`src/rtl/hazard_unit_if.sv`:
```
// hazard_unit_if: decode/execute hazard inputs and upstream pipeline controls
interface hazard_unit_if #(
    parameter int CNT_W = 32
);
    logic [4:0]       i_q2_rs1;
    logic [4:0]       i_q2_rs2;
    logic             i_q2_uses_rs1;
    logic             i_q2_uses_rs2;
    logic [4:0]       i_q3_rd;
    logic             i_q3_mem_read;
    logic             i_q3_redirect;
    logic             i_q3_mc_start;
    logic             i_mc_done;
    logic             o_stall_q1;
    logic             o_bubble_q2q3;
    logic             o_flush_q1q2;
    logic             o_hold_q3;
    logic [CNT_W-1:0] o_stall_cycles;
    logic [CNT_W-1:0] o_flush_count;

    modport master (
        output i_q2_rs1, i_q2_rs2, i_q2_uses_rs1, i_q2_uses_rs2, i_q3_rd,
               i_q3_mem_read, i_q3_redirect, i_q3_mc_start, i_mc_done,
        input  o_stall_q1, o_bubble_q2q3, o_flush_q1q2, o_hold_q3,
               o_stall_cycles, o_flush_count
    );

    modport slave (
        input  i_q2_rs1, i_q2_rs2, i_q2_uses_rs1, i_q2_uses_rs2, i_q3_rd,
               i_q3_mem_read, i_q3_redirect, i_q3_mc_start, i_mc_done,
        output o_stall_q1, o_bubble_q2q3, o_flush_q1q2, o_hold_q3,
               o_stall_cycles, o_flush_count
    );
endinterface

```
`src/rtl/hazard_unit.sv`:
```
// hazard_unit: load-use stall, redirect flush and multi-cycle hold control with perf counters
module hazard_unit #(
    parameter int FLUSH_CYCLES = 1,
    parameter int CNT_W        = 32
) (
    input  logic          i_clk,
    input  logic          i_rst,
    hazard_unit_if.slave  bus
);
    localparam logic [1:0] RUN    = 2'd0;
    localparam logic [1:0] FLUSH  = 2'd1;
    localparam logic [1:0] MCWAIT = 2'd2;
    localparam logic [3:0] RELOAD = 4'(FLUSH_CYCLES);

    logic [1:0]       state_q, state_d;
    logic [3:0]       cnt_q, cnt_d;
    logic [CNT_W-1:0] stall_cnt_q, stall_cnt_d;
    logic [CNT_W-1:0] flush_cnt_q, flush_cnt_d;
    logic             lu, in_run, in_flush, in_mcwait;
    logic             redir_acc, mc_stall, lu_stall, stall, bubble, flush, hold;

    // decode hazards and the raw (pre-reset-gating) control decisions
    always_comb begin
        lu        = bus.i_q3_mem_read && bus.i_q3_rd != 5'd0 &&
                    ((bus.i_q2_uses_rs1 && bus.i_q2_rs1 == bus.i_q3_rd) ||
                     (bus.i_q2_uses_rs2 && bus.i_q2_rs2 == bus.i_q3_rd));
        in_run    = state_q == RUN;
        in_flush  = state_q == FLUSH;
        in_mcwait = state_q == MCWAIT;
        redir_acc = (in_run || in_flush) && bus.i_q3_redirect;
        mc_stall  = (in_run && !bus.i_q3_redirect && bus.i_q3_mc_start && !bus.i_mc_done) ||
                    (in_mcwait && !bus.i_mc_done);
        lu_stall  = in_run && !bus.i_q3_redirect && !bus.i_q3_mc_start && lu;
        stall     = mc_stall || lu_stall;
        hold      = mc_stall;
        bubble    = redir_acc || lu_stall;
        flush     = (in_run && bus.i_q3_redirect) || in_flush;
    end

    // outputs are forced low for as long as reset is held
    always_comb begin
        bus.o_stall_q1     = !i_rst && stall;
        bus.o_bubble_q2q3  = !i_rst && bubble;
        bus.o_flush_q1q2   = !i_rst && flush;
        bus.o_hold_q3      = !i_rst && hold;
        bus.o_stall_cycles = stall_cnt_q;
        bus.o_flush_count  = flush_cnt_q;
    end

    // next state, flush countdown and saturating counter updates
    always_comb begin
        state_d     = state_q;
        cnt_d       = cnt_q;
        stall_cnt_d = (stall && !(&stall_cnt_q)) ? stall_cnt_q + CNT_W'(1) : stall_cnt_q;
        flush_cnt_d = (redir_acc && !(&flush_cnt_q)) ? flush_cnt_q + CNT_W'(1) : flush_cnt_q;
        if (in_run) begin
            if (bus.i_q3_redirect) begin
                state_d = (RELOAD != 4'd0) ? FLUSH : RUN;
                cnt_d   = RELOAD;
            end else if (bus.i_q3_mc_start && !bus.i_mc_done) begin
                state_d = MCWAIT;
            end
        end else if (in_flush) begin
            if (bus.i_q3_redirect) begin
                cnt_d = RELOAD;
            end else begin
                state_d = (cnt_q <= 4'd1) ? RUN : FLUSH;
                cnt_d   = (cnt_q <= 4'd1) ? 4'd0 : cnt_q - 4'd1;
            end
        end else if (in_mcwait) begin
            state_d = bus.i_mc_done ? RUN : MCWAIT;
        end else begin
            state_d = RUN;
        end
    end

    // state and counter registers, cleared asynchronously
    always_ff @(posedge i_clk or posedge i_rst) begin
        if (i_rst) begin
            state_q     <= RUN;
            cnt_q       <= 4'd0;
            stall_cnt_q <= '0;
            flush_cnt_q <= '0;
        end else begin
            state_q     <= state_d;
            cnt_q       <= cnt_d;
            stall_cnt_q <= stall_cnt_d;
            flush_cnt_q <= flush_cnt_d;
        end
    end
endmodule

```
`src/flat_wrapper.sv`:
```
// flat-port wrapper written by rule: the top's interface ports become plain ports
module hazard_unit_flat 
#(
    parameter int FLUSH_CYCLES = 1,
    parameter int CNT_W        = 32
)
  (i_clk, i_rst, bus_i_q2_rs1, bus_i_q2_rs2, bus_i_q2_uses_rs1, bus_i_q2_uses_rs2, bus_i_q3_rd, bus_i_q3_mem_read, bus_i_q3_redirect, bus_i_q3_mc_start, bus_i_mc_done, bus_o_stall_q1, bus_o_bubble_q2q3, bus_o_flush_q1q2, bus_o_hold_q3, bus_o_stall_cycles, bus_o_flush_count);
  hazard_unit_if #(.CNT_W(CNT_W)) bus_i ();
  input  logic i_clk;
  input  logic i_rst;
  input wire logic [$bits(bus_i.i_q2_rs1)-1:0] bus_i_q2_rs1;
  input wire logic [$bits(bus_i.i_q2_rs2)-1:0] bus_i_q2_rs2;
  input wire logic [$bits(bus_i.i_q2_uses_rs1)-1:0] bus_i_q2_uses_rs1;
  input wire logic [$bits(bus_i.i_q2_uses_rs2)-1:0] bus_i_q2_uses_rs2;
  input wire logic [$bits(bus_i.i_q3_rd)-1:0] bus_i_q3_rd;
  input wire logic [$bits(bus_i.i_q3_mem_read)-1:0] bus_i_q3_mem_read;
  input wire logic [$bits(bus_i.i_q3_redirect)-1:0] bus_i_q3_redirect;
  input wire logic [$bits(bus_i.i_q3_mc_start)-1:0] bus_i_q3_mc_start;
  input wire logic [$bits(bus_i.i_mc_done)-1:0] bus_i_mc_done;
  output wire logic [$bits(bus_i.o_stall_q1)-1:0] bus_o_stall_q1;
  output wire logic [$bits(bus_i.o_bubble_q2q3)-1:0] bus_o_bubble_q2q3;
  output wire logic [$bits(bus_i.o_flush_q1q2)-1:0] bus_o_flush_q1q2;
  output wire logic [$bits(bus_i.o_hold_q3)-1:0] bus_o_hold_q3;
  output wire logic [$bits(bus_i.o_stall_cycles)-1:0] bus_o_stall_cycles;
  output wire logic [$bits(bus_i.o_flush_count)-1:0] bus_o_flush_count;
  assign bus_i.i_q2_rs1 = bus_i_q2_rs1;
  assign bus_i.i_q2_rs2 = bus_i_q2_rs2;
  assign bus_i.i_q2_uses_rs1 = bus_i_q2_uses_rs1;
  assign bus_i.i_q2_uses_rs2 = bus_i_q2_uses_rs2;
  assign bus_i.i_q3_rd = bus_i_q3_rd;
  assign bus_i.i_q3_mem_read = bus_i_q3_mem_read;
  assign bus_i.i_q3_redirect = bus_i_q3_redirect;
  assign bus_i.i_q3_mc_start = bus_i_q3_mc_start;
  assign bus_i.i_mc_done = bus_i_mc_done;
  assign bus_o_stall_q1 = bus_i.o_stall_q1;
  assign bus_o_bubble_q2q3 = bus_i.o_bubble_q2q3;
  assign bus_o_flush_q1q2 = bus_i.o_flush_q1q2;
  assign bus_o_hold_q3 = bus_i.o_hold_q3;
  assign bus_o_stall_cycles = bus_i.o_stall_cycles;
  assign bus_o_flush_count = bus_i.o_flush_count;
  hazard_unit #(.FLUSH_CYCLES(FLUSH_CYCLES), .CNT_W(CNT_W)) u_core (.i_clk(i_clk), .i_rst(i_rst), .bus(bus_i));
endmodule
```
`config.mk`:
```
export PLATFORM = sky130hd
export DESIGN_NAME = hazard_unit_flat
export DESIGN_NICKNAME = d
export VERILOG_FILES = /design/src/rtl/hazard_unit_if.sv /design/src/rtl/hazard_unit.sv /design/src/flat_wrapper.sv
export SDC_FILE = /design/constraint.sdc
export NUM_CORES = 1
export LEC_CHECK = 0
export BUFFER_PORTS_ARGS = -buffer_cell sky130_fd_sc_hd__buf_2
export CORE_MARGIN = 8
export CORE_UTILIZATION = 27
export DETAILED_ROUTE_END_ITERATION = 6
export GPL_TIMING_DRIVEN = 0
export PLACE_DENSITY = 0.47
export RECOVER_POWER = 50
export SYNTH_ARGS = -nofsm -noshare
export SYNTH_HDL_FRONTEND = slang
export SYNTH_SLANG_ARGS = --single-unit
```
`constraint.sdc`:
```
create_clock -name i_clk -period 3.1 [get_ports i_clk]
set_input_delay 0.775 -clock i_clk [delete_from_list [all_inputs] [get_ports i_clk]]
set_output_delay 0.775 -clock i_clk [all_outputs]
set_load 0.1 [all_outputs]
```
==> flow_summary.ini <==
[synthesis]
synth_edf_count = 0
ys_types = 36
synthCells = 322
synth_top_area_frac = 0.511
synthFlopType = dfrtp_1
synth_fp_nets = 349
ys_top_cells_by_count = 70 x dfrtp_1, 58 x xnor2_1, 33 x nand2_1
ys_warn_count = 0
yosys-top-cells-area = dfrtp_1 51%, xnor2_1 15%, nand4_1 5.1%
synth_top_cell_by_area = dfrtp_1
synth-seq-area-share = 0.511
syn_area_per_cell_um2 = 10.7
synth_area_mm2 = 0.00343
synth_most_common_cell = dfrtp_1
synthArstFlopShare = 1.00
synth-seq-cells = 70

[timing]
hold_viol = 0
setup_slack_ns = 0.0957
maxSlewHeadroom = -0.0944
holdWs_ns = 0.486
setup_viol = 0
slew_viol_final = 37
max_slew.worst_pin.slew_ns = 1.63
fin_crit_ns = 3.00
period_share = 0.969
fin_skew_ns = 0.00758
max_freq_mhz = 333
rsz0062_at_grt = false

[routing]
vias = 2776
first_pass_iters = 4
wirelength_um = 8670
drtIter0Drc = 121
post_drt_wl_per_cell_um = 14.4
ant_nets = 0
drc = 0
vias_per_cell = 4.62

[clocking]
htreeDepth = 3
clk_pin_slew_worst_paths_ns = 0.06
root_buffer = clkbuf_16
cts_resized = 0
post_cts_buffers = 0
clock_sinks = 70
cts_inserted_buffers = 9
cts_buffer_depth = 2
cts_tree = done
cts_hold_buf = 0
clock_latency_ns = 0.33

[setup_path]
crit_path_end_kind = output port
critPathKind = input port to output port
rr_startpoint = u_core.bus.o_flush_count[0]
crit_arrival_ns = 2.23
r2r_cells = 7
cp_max_fo = 7
rrSetupSlack_ns = 0.83
critPathRequiredTime_ns = 2.32
startpoint_type = input port
r2r-end = u_core.bus.o_flush_count[1]

[status]
status = finished with violations
violations = capacitance limit, slew limit

[floorplanning]
coreArea_mm2 = 0.0125
dieArea_mm2 = 0.0166
rows = 41
start_util = 0.274
pin_count = 91
die_x_um = 129
dieHeight_um = 129

[global_route]
grt_pass1_vias = 2854
grt_max_degree = 37
antenna_found_initial = 0
overflow = 0
grt_pass1_wl_um = 14700
grt_usage = 0.111

[hold_path]
hold_path_end = u_core.bus.o_flush_count[24]
hold_start = u_core.bus.o_flush_count[24]
hold_path_class = register to register
min_path_cells = 1

[placement]
dpl_worst_slack_ns = 0.0278
dp_hpwl_um = 6540
gp_congestion = 0.825
io_buffers = 90

[cells_and_area]
syn2layout_area_growth_pct = 28.2
layout.nets = 451
n_antenna_cell = 0
fillers = 1335
drive_gt1_frac = 0.212

[power]
powerDensity_mw_per_mm2 = 693
power_leakage_nw = 1.98
ir_drop_uv = 301

[run]
maxCapViolations = 1
-- stage by stage --
stage          setup TNS (ns)  utilization  area (um2)  instances  power [W]
6_report                    0        0.351        4400        601    0.00305
5_1_grt                     0        0.351        4400        601    0.00320
4_1_cts                     0        0.356        4450        601    0.00310
3_5_place_dp                0        0.330        4140        585    0.00198
3_3_place_gp           -38.49        0.329        4110        584    0.00197
2_1_floorplan          -0.224            -        3450        322    0.00181
-- cell families (layout without fill, tap and decap cells) --
family,Yosys count,in the layout,share of synthesized area
compound gates,18,18,0.0383
xor+xnor,71,71,0.181
fa+ha+maj,4,4,0.0146
simple gates,146,146,0.232
mux,2,2,0.00657
buf+inv,11,118,0.0164
flops,70,70,0.511
-- state kept, by name (all words and copies together) (netlist names) --
register                   flops
u_core.bus.o_flush_count      32
u_core.bus.o_stall_cycles     32
u_core.cnt_q                   4
u_core.state_q                 2
-- report_power, final --
part	total (W)	internal, W	switching (W)
logic	0.000848	0.000163	0.000685
registers	0.00110	0.000994	0.000108
clock network	0.00110	0.000703	0.000395
total	0.00305	0.00186	0.00119
-- cells in the final DEF (no fill, tap or decap), types with 3 or more instances in the layout --
cell and n:
clkbuf_16 9, xnor2_1 58, ha_1 4, nor4_1 4, nor3_1 8, buf_2 61, and2_1 5, and4_1 6
and3_1 13, dfrtp_1 70, o21ai_0 4, xor2_1 13, inv_1 7, nand2_1 33, nor2_1 15, nand3_1 18
nor4b_1 3, nor3_2 3, a21oi_1 3, clkbuf_1 29, nand4_1 28
-- area by class of cell --
| cell class | count | area [um2] | area share |
|---|---|---|---|
| plain buffers | 2 | 22.5 | 0.00512 |
| flip-flops and latches | 70 | 1750 | 0.398 |
| clock inverters | 6 | 86.3 | 0.0196 |
| well taps | 172 | 215 | 0.0489 |
| clock buffers | 10 | 229 | 0.0521 |
| repair buffers | 91 | 423 | 0.0962 |
| multi-input cells | 241 | 1630 | 0.372 |
| inverters | 9 | 35.0 | 0.00797 |
-- worst max path at each step --
stage / start / endpoint / slack [ns] / cells after the start
2_1_floorplan: bus_i_q3_redirect / bus_o_hold_q3 / -0.22 / 3
3_3_place_gp: i_rst / u_core.bus.o_stall_cycles[5] / -0.55 / 2
3_5_place_dp: bus_i_q3_rd[0] / bus_o_stall_q1 / 0.03 / 7
4_1_cts: bus_i_q3_rd[0] / bus_o_stall_q1 / 0.02 / 7
5_1_grt: bus_i_q3_rd[0] / bus_o_stall_q1 / 0.02 / 7
6_report: bus_i_q3_rd[0] / bus_o_stall_q1 / 0.1 / 7
-- layer usage --
layer	up-vias	share of wire	GRT usage	wire length, um
li1	1343	-	-	-
met1	1355	0.49	0.150	4270
met2	67	0.43	0.160	3760
met3	11	0.061	0.0331	532
met4	0	0.013	0.0435	117
met5	-	0	0	0
-- critical path, stage by stage --
cell      delay (ns)
buf_2           0.13
or4_1           0.55
o211ai_2        0.16
inv_2           0.07
a21oi_4         0.26
nor2_2          0.05
buf_4           0.24
(Power assumes the default switching activity.)
